==> src/rtl/anastk_pkg.sv <==
// Shared types, default constants and arithmetic helpers for the analog stick conditioner.
package anastk_pkg;

  typedef logic signed [9:0] pos_t;

  typedef enum logic [1:0] {
    IDLE   = 2'd0,
    DRIVE  = 2'd1,
    RETURN = 2'd2
  } axis_state_t;

  localparam int unsigned DELT_D   = 15;
  localparam int unsigned DMAX_D   = 30;
  localparam int unsigned LIM_D    = 120;
  localparam int unsigned DZONE_D  = 8;
  localparam int unsigned SLEW_D   = 32;
  localparam int unsigned CENTER_D = 127;
  localparam int unsigned STEP_W   = 6;

  // Clamp a position to +/-lim.
  function automatic pos_t sat_lim(input pos_t v, input pos_t lim);
    pos_t r;
    r = v;
    if (v > lim)  r = lim;
    if (v < -lim) r = -lim;
    return r;
  endfunction

  // Move cur toward tgt by at most mx, landing exactly on tgt when close enough.
  function automatic pos_t step_toward(input pos_t cur, input pos_t tgt, input pos_t mx);
    pos_t diff;
    pos_t r;
    diff = tgt - cur;
    r    = tgt;
    if (diff > mx)  r = cur + mx;
    if (diff < -mx) r = cur - mx;
    return r;
  endfunction

  // Sign-extend an 8-bit two's complement byte to position width.
  function automatic pos_t sext8(input logic [7:0] b);
    return {{2{b[7]}}, b};
  endfunction

endpackage

==> src/rtl/anastk_axis.sv <==
// One axis of the stick conditioner: position, step size and drive state, updated on frame tick.
module anastk_axis
  import anastk_pkg::*;
#(
  parameter int unsigned DELT  = DELT_D,
  parameter int unsigned DMAX  = DMAX_D,
  parameter int unsigned LIM   = LIM_D,
  parameter int unsigned DZONE = DZONE_D,
  parameter int unsigned SLEW  = SLEW_D
) (
  input  logic       i_clk,
  input  logic       i_rst_n,
  input  logic       i_tick,
  input  logic       i_mode,
  input  pos_t       i_tgt,
  input  logic       i_plus,
  input  logic       i_minus,
  output logic [7:0] o_pos_c
);

  localparam pos_t LIM_P  = pos_t'(LIM);
  localparam pos_t DZ_P   = pos_t'(DZONE);
  localparam pos_t SLEW_P = pos_t'(SLEW);
  localparam pos_t DELT_P = pos_t'(DELT);
  localparam logic [STEP_W-1:0] DELT_S = STEP_W'(DELT);
  localparam logic [STEP_W-1:0] DMAX_S = STEP_W'(DMAX);

  pos_t              r_pos, w_pos_nxt, w_tgt;
  logic [STEP_W-1:0] r_step, w_step_nxt, w_step_eff;
  axis_state_t       r_state, w_state_nxt;
  logic              r_dir, w_dir_nxt;

  // State register; r_dir = 1 means the last drive was toward negative.
  always_ff @(posedge i_clk or negedge i_rst_n) begin
    if (!i_rst_n) begin
      r_pos   <= '0;
      r_step  <= DELT_S;
      r_state <= IDLE;
      r_dir   <= 1'b0;
    end else begin
      r_pos   <= w_pos_nxt;
      r_step  <= w_step_nxt;
      r_state <= w_state_nxt;
      r_dir   <= w_dir_nxt;
    end
  end

  // Next position/step/state; everything holds unless this is a tick cycle.
  always_comb begin
    w_pos_nxt   = r_pos;
    w_step_nxt  = r_step;
    w_state_nxt = r_state;
    w_dir_nxt   = r_dir;
    w_tgt       = '0;
    w_step_eff  = r_step;
    if (i_tick) begin
      if (!i_mode) begin
        w_tgt = sat_lim(i_tgt, LIM_P);
        if ((w_tgt <= DZ_P) && (w_tgt >= -DZ_P)) w_tgt = '0;
        w_pos_nxt   = sat_lim(step_toward(r_pos, w_tgt, SLEW_P), LIM_P);
        w_step_nxt  = DELT_S;
        w_state_nxt = (w_tgt != '0) ? DRIVE : ((w_pos_nxt == '0) ? IDLE : RETURN);
      end else if (i_plus ^ i_minus) begin
        if ((r_state == DRIVE) && (r_dir != i_minus)) w_step_eff = DELT_S;
        w_pos_nxt   = i_minus ? sat_lim(r_pos - pos_t'(w_step_eff), LIM_P)
                              : sat_lim(r_pos + pos_t'(w_step_eff), LIM_P);
        w_step_nxt  = (w_step_eff >= DMAX_S) ? DMAX_S : w_step_eff + STEP_W'(1);
        w_dir_nxt   = i_minus;
        w_state_nxt = DRIVE;
      end else begin
        w_step_nxt  = DELT_S;
        w_pos_nxt   = sat_lim(step_toward(r_pos, '0, DELT_P), LIM_P);
        w_state_nxt = (w_pos_nxt == '0) ? IDLE : RETURN;
      end
    end
  end

  assign o_pos_c = w_pos_nxt[7:0];

endmodule

==> src/rtl/anastk_cond.sv <==
// Per-player analog stick conditioner: frame tick detect, optional calibration, pot output registers.
// Build option: define ANASTK_CAL_EN to add the i_cal port and offset capture.
module anastk_cond
  import anastk_pkg::*;
#(
  parameter int unsigned DELT   = DELT_D,
  parameter int unsigned DMAX   = DMAX_D,
  parameter int unsigned LIM    = LIM_D,
  parameter int unsigned DZONE  = DZONE_D,
  parameter int unsigned SLEW   = SLEW_D,
  parameter int unsigned CENTER = CENTER_D
) (
  input  logic        i_clk,
  input  logic        i_rst_n,
  input  logic [8:0]  i_pv,
  input  logic        i_mode,
  input  logic [15:0] i_ana,
  input  logic        i_lf,
  input  logic        i_rg,
  input  logic        i_up,
  input  logic        i_dw,
`ifdef ANASTK_CAL_EN
  input  logic        i_cal,
`endif
  output logic [7:0]  o_ax,
  output logic [7:0]  o_ay,
  output logic        o_frame
);

  localparam logic [7:0] CTR8 = 8'(CENTER);

  logic [8:0] r_ppv;
  logic       w_tick;
  logic [7:0] w_offx, w_offy;
  pos_t       w_tx, w_ty;
  logic [7:0] w_posx, w_posy;
  logic [7:0] r_ax, r_ay;
  logic       r_frame;

  assign w_tick = (r_ppv != '0) && (i_pv == '0);

`ifdef ANASTK_CAL_EN
  logic       r_cal_d;
  logic [7:0] r_offx, r_offy;

  // CAL rising edge captures the current stick bytes as the rest offsets.
  always_ff @(posedge i_clk or negedge i_rst_n) begin
    if (!i_rst_n) begin
      r_cal_d <= 1'b0;
      r_offx  <= '0;
      r_offy  <= '0;
    end else begin
      r_cal_d <= i_cal;
      if (i_cal && !r_cal_d) begin
        r_offx <= i_ana[7:0];
        r_offy <= i_ana[15:8];
      end
    end
  end

  assign w_offx = r_offx;
  assign w_offy = r_offy;
`else
  assign w_offx = '0;
  assign w_offy = '0;
`endif

  // Positive position means left/up, so the stick reading is negated.
  assign w_tx = -(sext8(i_ana[7:0])  - sext8(w_offx));
  assign w_ty = -(sext8(i_ana[15:8]) - sext8(w_offy));

  anastk_axis #(
    .DELT(DELT), .DMAX(DMAX), .LIM(LIM), .DZONE(DZONE), .SLEW(SLEW)
  ) u_axis_x (
    .i_clk   (i_clk),
    .i_rst_n (i_rst_n),
    .i_tick  (w_tick),
    .i_mode  (i_mode),
    .i_tgt   (w_tx),
    .i_plus  (i_lf),
    .i_minus (i_rg),
    .o_pos_c (w_posx)
  );

  anastk_axis #(
    .DELT(DELT), .DMAX(DMAX), .LIM(LIM), .DZONE(DZONE), .SLEW(SLEW)
  ) u_axis_y (
    .i_clk   (i_clk),
    .i_rst_n (i_rst_n),
    .i_tick  (w_tick),
    .i_mode  (i_mode),
    .i_tgt   (w_ty),
    .i_plus  (i_up),
    .i_minus (i_dw),
    .o_pos_c (w_posy)
  );

  // Previous PV, frame pulse and pot outputs, all refreshed together on tick.
  always_ff @(posedge i_clk or negedge i_rst_n) begin
    if (!i_rst_n) begin
      r_ppv   <= '0;
      r_frame <= 1'b0;
      r_ax    <= CTR8;
      r_ay    <= CTR8;
    end else begin
      r_ppv   <= i_pv;
      r_frame <= w_tick;
      if (w_tick) begin
        r_ax <= w_posx + CTR8;
        r_ay <= w_posy + CTR8;
      end
    end
  end

  assign o_ax    = r_ax;
  assign o_ay    = r_ay;
  assign o_frame = r_frame;

endmodule

==> config.mk <==
export PLATFORM = sky130hd
export DESIGN_NAME = anastk_cond
export DESIGN_NICKNAME = d
export VERILOG_FILES = /design/src/rtl/anastk_pkg.sv /design/src/rtl/anastk_axis.sv /design/src/rtl/anastk_cond.sv
export SDC_FILE = /design/constraint.sdc
export NUM_CORES = 1
export LEC_CHECK = 0
export CAP_MARGIN = 20
export CORE_MARGIN = 2
export CORE_UTILIZATION = 58
export CTS_BUF_LIST = sky130_fd_sc_hd__clkbuf_8
export DETAILED_ROUTE_END_ITERATION = 12
export PLACE_DENSITY = 0.8
export RECOVER_POWER = 25
export SLEW_MARGIN = 20
export SYNTH_ARGS = -nofsm -noshare
export SYNTH_HDL_FRONTEND = slang
export SYNTH_HIERARCHICAL = 1
export SYNTH_SLANG_ARGS = --single-unit
==> constraint.sdc <==
create_clock -name i_clk -period 10.51 [get_ports i_clk]
set_input_delay 1.051 -clock i_clk [delete_from_list [all_inputs] [get_ports i_clk]]
set_output_delay 1.051 -clock i_clk [all_outputs]
set_load 0.02 [all_outputs]
==> impl_summary.log <==
[metrics] Final Wtd Congestion: 0.970
[metrics] register bit total from synthesis: 64
[metrics] worst-case clock buffer depth: 2
[metrics] class of the worst hold path: reg2reg
[metrics] clock tree from TritonCTS: built
[metrics] leakage component of the power: 4.06 nW
[metrics] number of setup violations in the final report: 0
[metrics] cts bufs inserted: 9
[metrics] reg2reg setup slack: 4480 ps
[metrics] height of the die: 135 um
[metrics] clk root buf: sky130_fd_sc_hd__clkbuf_8
[metrics] top fanout value on the critical path: 13
[metrics] hold_buf cts: 0
[metrics] run status: complete, but fails checks
[metrics] proportion of register bits with asynchronous set or reset after synthesis: 1.00
[metrics] grt met3 use: 0.0240
[metrics] effective utilization at floorplan: 0.596
[metrics] number of antenna violations at the first check in global routing: 0
[metrics] endpoint class of the critical path: flip-flop
[metrics] post-synth cell types: 93
[metrics] Arrival @ worst endpoint: 8740 ps
[metrics] post-synthesis cell count: 1286
[metrics] maximum number of pins on one net before global-route repair: 65
[metrics] most used flip-flop cell after synthesis: sky130_fd_sc_hd__dfrtp_1
[metrics] final design utilization: 0.642
[metrics] total standard cell area after synthesis: 0.00995 mm^2
[metrics] estimated wirelength of the detail-placed design: 22.1 mm
[metrics] global-route met1 utilization: 0.418
[metrics] shortest period the worst path allows: 8470 ps
[metrics] Core Box Area: 0.0167 mm^2
[metrics] Die Wd: 135 um
[metrics] post-detailed-routing wire length: 28.8 mm
[metrics] startpoint class of the critical path: input port
[metrics] global route total overflow: 0
[metrics] number of max-cap violations: 1
[metrics] hold-critical path endpoint: o_ay[1]$_DFFE_PN1P_
[metrics] number of enable flip-flop cells after synthesis: 0
[metrics] H-tree depth: 3
[metrics] violations in the final reports: max-capacitance violations, max-slew violations
[metrics] mean cell area of the mapped netlist: 7.74 um^2
[metrics] proportion of synthesized chip area in sequential cells: 0.164
[metrics] Hold Vio Cnt, Final: 0
[metrics] net count reported at finish: 1385
[metrics] final worst clock skew: 5.58 ps
[metrics] number of cells traversed by the worst register-to-register path: 18
[metrics] leading cell type in the layout, fill and taps excluded: sky130_fd_sc_hd__nand2_1
[metrics] Reg-to-Reg End: o_ax[4]$_DFFE_PN1P_
[metrics] required time worst endpoint: 10780 ps
[metrics] number of ports placed on the die boundary: 49
[metrics] clock transition at the register clock pins on the worst setup and hold paths after CTS: 70 ps
[metrics] number of design-rule violations left by the first detailed-router iteration: 924
[metrics] most frequent cells in the layout: sky130_fd_sc_hd__nand2_1 (104), sky130_fd_sc_hd__nor2_1 (91), sky130_fd_sc_hd__inv_1 (79)
[metrics] type of the worst setup path: in2reg
[metrics] Worst Tran Pin Value: 3190 ps
[metrics] Tot GR Track Use: 0.314
[metrics] share of the clock period used by the worst path after layout: 0.806
[metrics] global-route wire length before repair: 47.5 mm
[metrics] Resized Gates After CTS: 0
[metrics] total number of yosys warnings: 6
[metrics] total power density per cell area: 123 mW/mm^2
[metrics] net count after synthesis: 1380
[metrics] Worst VDD drop: 78.0 uV
[metrics] fraction of layout cells with a size suffix above 1: 0.112
[metrics] Highest Clock Rate: 118 MHz
[metrics] beginning of the worst hold path: o_ay[1]$_DFFE_PN1P_
[metrics] pins over their slew limit: 65
[metrics] global-route layer with the greatest usage: met2
[metrics] total vias in the final route: 10400
[metrics] number of iterations in the first detailed-routing pass: 6
[metrics] antenna violation net count after detailed routing: 0
[metrics] count of buffers from port buffering: 48
[metrics] reg2reg start: u_axis_x/r_pos[3]$_DFF_PN0_
[metrics] Total Neg Setup Slack: 0 ps
[metrics] Die Footprint: 0.0182 mm^2
[metrics] Hold Crit Depth: 2
[metrics] clock latency of the later-clocked register in the worst-skew pair: 340 ps
[metrics] vias in the first global route: 9681
[metrics] DR vias/cell: 6.84
[metrics] count of inserted antenna diode cells: 0
[metrics] Std-Cell Rows: 47
[metrics] number of post-CTS setup repair buffers: 0
[metrics] # DRC: 0
[metrics] Slew headroom: -1.12
[metrics] Sink Count: 64
[metrics] routed length per placed instance: 19.0 um
[metrics] Synth-to-Final Area Change: 7.70%
[metrics] M2 GR Usage: 0.532
[metrics] unrepaired setup endpoints after global routing: false
-- per-layer routing --
layer  vias to the layer above  part of all wire
met5                         -                 0
met4                         0             0.030
met3                        74             0.059
met2                       460              0.48
met1                      4891              0.43
li1                       4939                 -
-- cell families after synthesis --
logic type | Yosys count | synth area share
XOR/XNOR | 67 | 0.0589
buffers and inverters | 150 | 0.0602
adder cells (fa/ha/maj) | 62 | 0.0809
AND/OR/NAND/NOR | 472 | 0.257
multiplexers | 36 | 0.0414
flip-flops | 64 | 0.164
AO/OA/AOI/OAI | 435 | 0.337
-- sequential cells by signal (all words and copies together) (netlist names) --
signal            count
u_axis_x/r_pos       10
o_frame               1
u_axis_y/r_dir        1
u_axis_y/r_state      2
r_ppv                 9
o_ax                  8
u_axis_x/r_state      2
u_axis_x/r_dir        1
u_axis_y/r_pos       10
o_ay                  8
u_axis_x/r_step       6
u_axis_y/r_step       6
-- power by group --
part | leakage (nW) | switching [W] | internal, W
clock network | 0.112 | 0.0000902 | 0.000139
registers | 0.748 | 0.0000340 | 0.000267
logic | 3.20 | 0.000483 | 0.000308
total | 4.06 | 0.000608 | 0.000714
-- Yosys cell counts, types with 14 or more instances --
cell type | count | area (um^2)
sky130_fd_sc_hd__a211oi_1 | 26 | 195
sky130_fd_sc_hd__ha_1 | 58 | 726
sky130_fd_sc_hd__clkbuf_1 | 58 | 218
sky130_fd_sc_hd__a31oi_1 | 16 | 100
sky130_fd_sc_hd__nor3b_1 | 17 | 128
sky130_fd_sc_hd__nor4_1 | 24 | 150
sky130_fd_sc_hd__xnor2_1 | 53 | 464
sky130_fd_sc_hd__xor2_1 | 14 | 123
sky130_fd_sc_hd__a21oi_1 | 61 | 305
sky130_fd_sc_hd__dfrtp_1 | 42 | 1050
sky130_fd_sc_hd__nor2_1 | 91 | 342
sky130_fd_sc_hd__nand3_1 | 45 | 225
sky130_fd_sc_hd__o21ai_0 | 78 | 390
sky130_fd_sc_hd__nor3_1 | 57 | 285
sky130_fd_sc_hd__dfstp_2 | 22 | 578
sky130_fd_sc_hd__mux2i_1 | 16 | 160
sky130_fd_sc_hd__nand2_1 | 104 | 390
sky130_fd_sc_hd__inv_1 | 79 | 297
sky130_fd_sc_hd__o211ai_1 | 18 | 135
sky130_fd_sc_hd__nand2b_1 | 18 | 113
sky130_fd_sc_hd__o32ai_1 | 20 | 175
sky130_fd_sc_hd__o21a_1 | 26 | 195
sky130_fd_sc_hd__o31ai_1 | 29 | 218
-- layout make-up --
cell class | instances | area (um^2)
tap | 220 | 275
fill | 1516 | 5980
sequential | 64 | 1630
inverter | 85 | 319
timing repair buffer | 59 | 552
clock buffer | 10 | 138
multi-input combinational | 1072 | 7730
clock inverter | 6 | 82.6
-- how the worst max path moves through the flow --
stage,start,slack [ps],to,cells after the start
2_1_floorplan,i_ana[5],3340,o_ax[5]$_DFFE_PN1P_,24
3_3_place_gp,i_ana[3],1960,o_ax[2]$_DFFE_PN1P_,25
3_5_place_dp,i_ana[0],1880,o_ax[5]$_DFFE_PN1P_,25
4_1_cts,i_ana[0],2170,o_ax[4]$_DFFE_PN1P_,26
5_1_grt,i_ana[0],1310,o_ax[4]$_DFFE_PN1P_,27
6_report,i_ana[3],2040,o_ax[4]$_DFFE_PN1P_,26
-- critical path: stages --
cell and delay [ps]:
sky130_fd_sc_hd__clkdlybuf4s50_1 450, sky130_fd_sc_hd__or4_1 580, sky130_fd_sc_hd__nor4_2 240, sky130_fd_sc_hd__nor2_1 190, sky130_fd_sc_hd__nor3_1 290, sky130_fd_sc_hd__and3_1 390, sky130_fd_sc_hd__nor2_1 140, sky130_fd_sc_hd__nor2b_1 170
sky130_fd_sc_hd__and2_1 230, sky130_fd_sc_hd__ha_1 390, sky130_fd_sc_hd__a21boi_0 470, sky130_fd_sc_hd__nor3_1 110, sky130_fd_sc_hd__nor4_1 420, sky130_fd_sc_hd__a31oi_1 170, sky130_fd_sc_hd__o211ai_1 380, sky130_fd_sc_hd__nand2_1 220
sky130_fd_sc_hd__a2bb2oi_2 620, sky130_fd_sc_hd__mux2i_1 270, sky130_fd_sc_hd__a211oi_4 350, sky130_fd_sc_hd__o2bb2ai_2 130, sky130_fd_sc_hd__o32ai_1 590, sky130_fd_sc_hd__inv_1 130, sky130_fd_sc_hd__ha_1 270, sky130_fd_sc_hd__nand2_1 90
sky130_fd_sc_hd__xnor2_1 90, sky130_fd_sc_hd__mux2_2 290
-- metrics by stage --
step / cells / power [W] / hold slack, ps / setup slack (ps) / cell area, um^2
after floorplan: 1286 / 0.000894 / 464 / 3340 / 9950
after global placement: 1498 / 0.00106 / 455 / 1960 / 10500
after detailed placement: 1498 / 0.00107 / 462 / 1880 / 10500
after CTS: 1514 / 0.00130 / 475 / 2170 / 10700
after global routing: 1516 / 0.00141 / 497 / 1310 / 10700
final: 1516 / 0.00132 / 469 / 2040 / 10700
(Power assumes the default switching activity.)
